`src/rtl/regfile_pkg.sv`:
```
// Shared constants and types for the multiport register file and its busy scoreboard.
package regfile_pkg;

    localparam int DEFAULT_DATA_W   = 16;
    localparam int DEFAULT_NUM_REGS = 8;

    // Address width for a bank of numRegs registers; never narrower than one bit.
    function automatic int addrWidth(input int numRegs);
        return (numRegs <= 2) ? 1 : $clog2(numRegs);
    endfunction

    localparam int DEFAULT_ADDR_W = addrWidth(DEFAULT_NUM_REGS);

    typedef logic [DEFAULT_ADDR_W-1:0] reg_addr_t;

endpackage

```
`src/rtl/regfile_scoreboard.sv`:
```
// Per-register busy bits: a write retires a pending producer, an issue claims a register.
// When both target the same register on one edge the issue wins, so the bit stays set.
module regfile_scoreboard
    import regfile_pkg::*;
#(
    parameter int NUM_REGS = DEFAULT_NUM_REGS,
    parameter int ZERO_REG = 1,
    localparam int ADDR_W  = addrWidth(NUM_REGS)
) (
    input  logic                clk,
    input  logic                reset,
    input  logic                regWrite,
    input  logic [ADDR_W-1:0]   wrAddr,
    input  logic                issueValid,
    input  logic [ADDR_W-1:0]   issueAddr,
    output logic [NUM_REGS-1:0] busyVec
);

    logic [NUM_REGS-1:0] busyNext;

    always_comb begin
        busyNext = busyVec;
        if (regWrite) begin
            busyNext[wrAddr] = 1'b0;
        end
        if (issueValid) begin
            busyNext[issueAddr] = 1'b1;
        end
        if (ZERO_REG != 0) begin
            busyNext[0] = 1'b0;
        end
    end

    always_ff @(posedge clk) begin
        if (!reset) begin
            busyVec <= '0;
        end else begin
            busyVec <= busyNext;
        end
    end

endmodule

```
`src/rtl/regfile_multiport.sv`:
```
// Register bank with two combinational read ports, one write port and a busy scoreboard.
// Define REGFILE_BYPASS_EN to forward same-cycle write data (and clear busy) onto matching read ports.
module regfile_multiport
    import regfile_pkg::*;
#(
    parameter int DATA_W   = DEFAULT_DATA_W,
    parameter int NUM_REGS = DEFAULT_NUM_REGS,
    parameter int ZERO_REG = 1,
    localparam int ADDR_W  = addrWidth(NUM_REGS)
) (
    input  logic                clk,
    input  logic                reset,
    input  logic                regWrite,
    input  logic [ADDR_W-1:0]   wrAddr,
    input  logic [DATA_W-1:0]   writeData,
    input  logic [ADDR_W-1:0]   rdAddr1,
    input  logic [ADDR_W-1:0]   rdAddr2,
    output logic [DATA_W-1:0]   rdData1,
    output logic [DATA_W-1:0]   rdData2,
    input  logic                issueValid,
    input  logic [ADDR_W-1:0]   issueAddr,
    output logic                rdBusy1,
    output logic                rdBusy2,
    output logic [NUM_REGS-1:0] busyVec
);

    logic [DATA_W-1:0]   regs [NUM_REGS];
    logic [NUM_REGS-1:0] writeEn;
    logic                zeroRd1;
    logic                zeroRd2;

    always_comb begin
        writeEn = '0;
        if (regWrite) begin
            writeEn[wrAddr] = 1'b1;
        end
        if (ZERO_REG != 0) begin
            writeEn[0] = 1'b0;
        end
    end

    always_ff @(posedge clk) begin
        if (!reset) begin
            for (int i = 0; i < NUM_REGS; i++) begin
                regs[i] <= '0;
            end
        end else begin
            for (int i = 0; i < NUM_REGS; i++) begin
                if (writeEn[i]) begin
                    regs[i] <= writeData;
                end
            end
        end
    end

    regfile_scoreboard #(
        .NUM_REGS (NUM_REGS),
        .ZERO_REG (ZERO_REG)
    ) u_scoreboard (
        .clk        (clk),
        .reset      (reset),
        .regWrite   (regWrite),
        .wrAddr     (wrAddr),
        .issueValid (issueValid),
        .issueAddr  (issueAddr),
        .busyVec    (busyVec)
    );

    assign zeroRd1 = (ZERO_REG != 0) && (rdAddr1 == '0);
    assign zeroRd2 = (ZERO_REG != 0) && (rdAddr2 == '0);

    always_comb begin
        rdData1 = zeroRd1 ? '0 : regs[rdAddr1];
        rdData2 = zeroRd2 ? '0 : regs[rdAddr2];
        rdBusy1 = busyVec[rdAddr1];
        rdBusy2 = busyVec[rdAddr2];
`ifdef REGFILE_BYPASS_EN
        // A retiring write satisfies the reader now, unless a new producer claims the same register.
        if (regWrite && (wrAddr == rdAddr1) && !zeroRd1) begin
            rdData1 = writeData;
            if (!(issueValid && (issueAddr == rdAddr1))) begin
                rdBusy1 = 1'b0;
            end
        end
        if (regWrite && (wrAddr == rdAddr2) && !zeroRd2) begin
            rdData2 = writeData;
            if (!(issueValid && (issueAddr == rdAddr2))) begin
                rdBusy2 = 1'b0;
            end
        end
`endif
    end

endmodule

```
`config.mk`:
```
export PLATFORM = sky130hd
export DESIGN_NAME = regfile_multiport
export DESIGN_NICKNAME = d
export VERILOG_FILES = /design/src/rtl/regfile_pkg.sv /design/src/rtl/regfile_scoreboard.sv /design/src/rtl/regfile_multiport.sv
export SDC_FILE = /design/constraint.sdc
export NUM_CORES = 1
export LEC_CHECK = 0
export ABC_AREA = 1
export CAP_MARGIN = 25
export CORE_ASPECT_RATIO = 1.4
export CORE_MARGIN = 2
export CORE_UTILIZATION = 45
export DETAILED_ROUTE_END_ITERATION = 12
export GPL_TIMING_DRIVEN = 0
export HOLD_SLACK_MARGIN = 0.08
export PLACE_DENSITY = 0.66
export SETUP_SLACK_MARGIN = 0.02
export SYNTH_ARGS = -nofsm -noshare
export SYNTH_HDL_FRONTEND = slang
export SYNTH_SLANG_ARGS = --single-unit
export TNS_END_PERCENT = 100
```
`constraint.sdc`:
```
create_clock -name clk -period 2.25 [get_ports clk]
set_input_delay 0.3375 -clock clk [delete_from_list [all_inputs] [get_ports clk]]
set_output_delay 0.3375 -clock clk [all_outputs]
set_load 0.01 [all_outputs]
```
==> reports/results.ini <==
[floorplanning]
chipWidth_um=107
coreArea_mm2=0.0144
initial_core_util_pct=46.0
floorplan.die.height_um=148
die_area_mm2=0.0158
std_cell_rows=52
pin_count=74

[place]
place_hpwl_um=15300
placedInstanceArea_mm2=0.00756
placement.setup.worst_slack_ps=-279
dp.cells=1109
place.port_buffers=66
routabilityCongestion=0.924

[timing]
setup_viol=0
whs_ps=521
rsz0062_at_grt=no
skew_final_ps=0
max_freq_ghz=0.463
layout_setup_ws_ps=88.2
tightest_slew_ps=962
period_needed_ps=2160
post-route-period-util_pct=96.1
timing.final.hold_violations=0
maxSlewViolCount=0
setup_tns_ps=0
slew_headroom_pct=35.7

[routing]
num_vias=6172
postRouteAntennaNets=0
route.detailed.wl_per_inst_um=18.6
drt_first_pass_iters=6
drtIter0Drc=468
routed_via_density=5.41
wl_um=21200
remaining_drc_errors=0

[grt]
global_route.usage.total_pct=28.0
grt_max_degree=19
grt_first_pass_wirelength_um=32200
vias_in_the_first_global_route=6185
antenna_found_initial=0
global_route.overflow_total=0

[layout]
final_cells=1140
layout.cells.most_common=nand2_1
synthToLayoutAreaGrowth_pct=22.7
post-route-util_pct=56.5
finish.instance_area_mm2=0.00816
final_cell_mix=nand2_1, nand3_1, edfxtp_1, nor2_1, clkdlybuf4s50_1
layout_cells_sized_above_1_pct=9.67
finish.net_count=970
n_antenna_cell=0

[logic_synthesis]
netlist-cell-type-count=21
synth_top_family_by_area=simple AND/OR/NAND/NOR gates
muxShareOfSynthArea_pct=0
synth_top_area_share_pct=50.6
synthesis.area_per_instance_um2=7.79
synth_simple_gate_area_share_pct=37.8
synth.area.top_cells=edfxtp_1, nand2_1, nand3_1
post_synth_fa_ha_maj_area_fraction_pct=0
synth_xor_xnor_area_share_pct=0
mappedNetlistArea_mm2=0.00665
most_area_hungry_cell_type_in_the_yosys_netlist=edfxtp_1
synthesis.nets=885
synth_seq_cells=119
postSynthCellCount=853
synth_compound_area_share_pct=0.527
synth-warning-count=0
synth_sequential_area_ratio_pct=52.7

[clock_tree]
cts-buffers-inserted=17
tritoncts=yes
clk_slew_on_worst_s_h_paths_ps=50
clock_insertion_delay_worst_skew_ps=420
clk_path_buf_depth=2
cts-htree-levels=4
cts.sink_count=119
postCtsHoldBufs=0
clockRootBuffer=clkbuf_16

[worst_setup_path]
cp_data_required_time_ps=1910
crit_path_max_fanout=10
critical_path.slowest_cell=clkdlybuf4s50_1
worstPathCellList=buf_4, inv_4, buf_4, nand2_1, nand3_1, nand3_1, nand2_1, clkdlybuf4s50_1
worst-path-buf-inv=4
cp_data_arrival_time_ps=1820
max_stage_delay_ps=540
timing.setup.critical_path_class=in -> out
critPathTopFamily=buffers and inverters
start_kind=input pin
worst_setup_path_end_kind=output pin

[pwr]
p_leak_nw=3.72
worst_ir_drop_vdd_v=0.000457
power_mw=6.38
powerDensity_mw_per_mm2=781

[run_status]
run_status=completed

[hold_path]
min_path_type=reg -> reg

[run]
max_cap_violations=0

per-layer routing:
metal  vias up  wire length (um)  track usage (%)
li1       2900                 -                -
met1      2875              7640             31.1
met2       307             10600             48.5
met3        90              1560             5.11
met4         0              1380             18.6
met5         -                 0                0
worst paths after layout:
check	startpoint	to	slack, ps	cells after the start
setup reg to reg	u_scoreboard.busyVec[1]	u_scoreboard.busyVec[1]	1530	2
hold / removal	u_scoreboard.busyVec[4]	u_scoreboard.busyVec[4]	520	2
hold reg to reg	u_scoreboard.busyVec[4]	u_scoreboard.busyVec[4]	520	2
setup / recovery	rdAddr1[0]	rdData1[13]	90	8
cell families after synthesis:
group	after synthesis
simple gates	608
other cells	1
flops	119
buf+inv	118
compound gates	7
cells in the mapped netlist (all sizes together):
cell type / number
nor2: 86
nand3: 143
edfxtp: 112
clkinv: 2
nand2: 378
dfxtp: 7
clkbuf: 2
buf: 47
nand4: 1
inv: 67
o21ai: 7
conb: 1
worst min-delay path: stages, from the launching register on:
cell,delay [ps]
dfxtp_1,320
nand3_1,70
o21ai_0,70
sequential cells by signal (all words and copies together), names as in the netlist:
| register | cells |
|---|---|
| u_scoreboard.busyVec | 7 |
| regs | 112 |
power breakdown:
part	internal, mW	leakage, nW	switching, mW	total, mW
combinational	0.366	2.29	0.603	0.968
clock	1.74	0.280	1.01	2.75
sequential	2.59	1.14	0.0692	2.66
total	4.70	3.72	1.68	6.38
final cells by class:
cell class / instances / area [um2]
Inverter: 69 / 264
Tap cell: 189 / 236
Clock inverter: 12 / 154
Sequential cell: 119 / 3500
Fill cell: 1380 / 6280
Clock buffer: 20 / 437
Multi-Input combinational cell: 616 / 2560
Timing Repair Buffer: 67 / 681
Buffer: 48 / 324
what timing repair did:
item	CTS	global route
setup endpoints to repair	2	7
resized for setup	0	4
setup buffers	0	0
pin swaps	0	0
gates cloned	0	0
(Power assumes the default switching activity.)
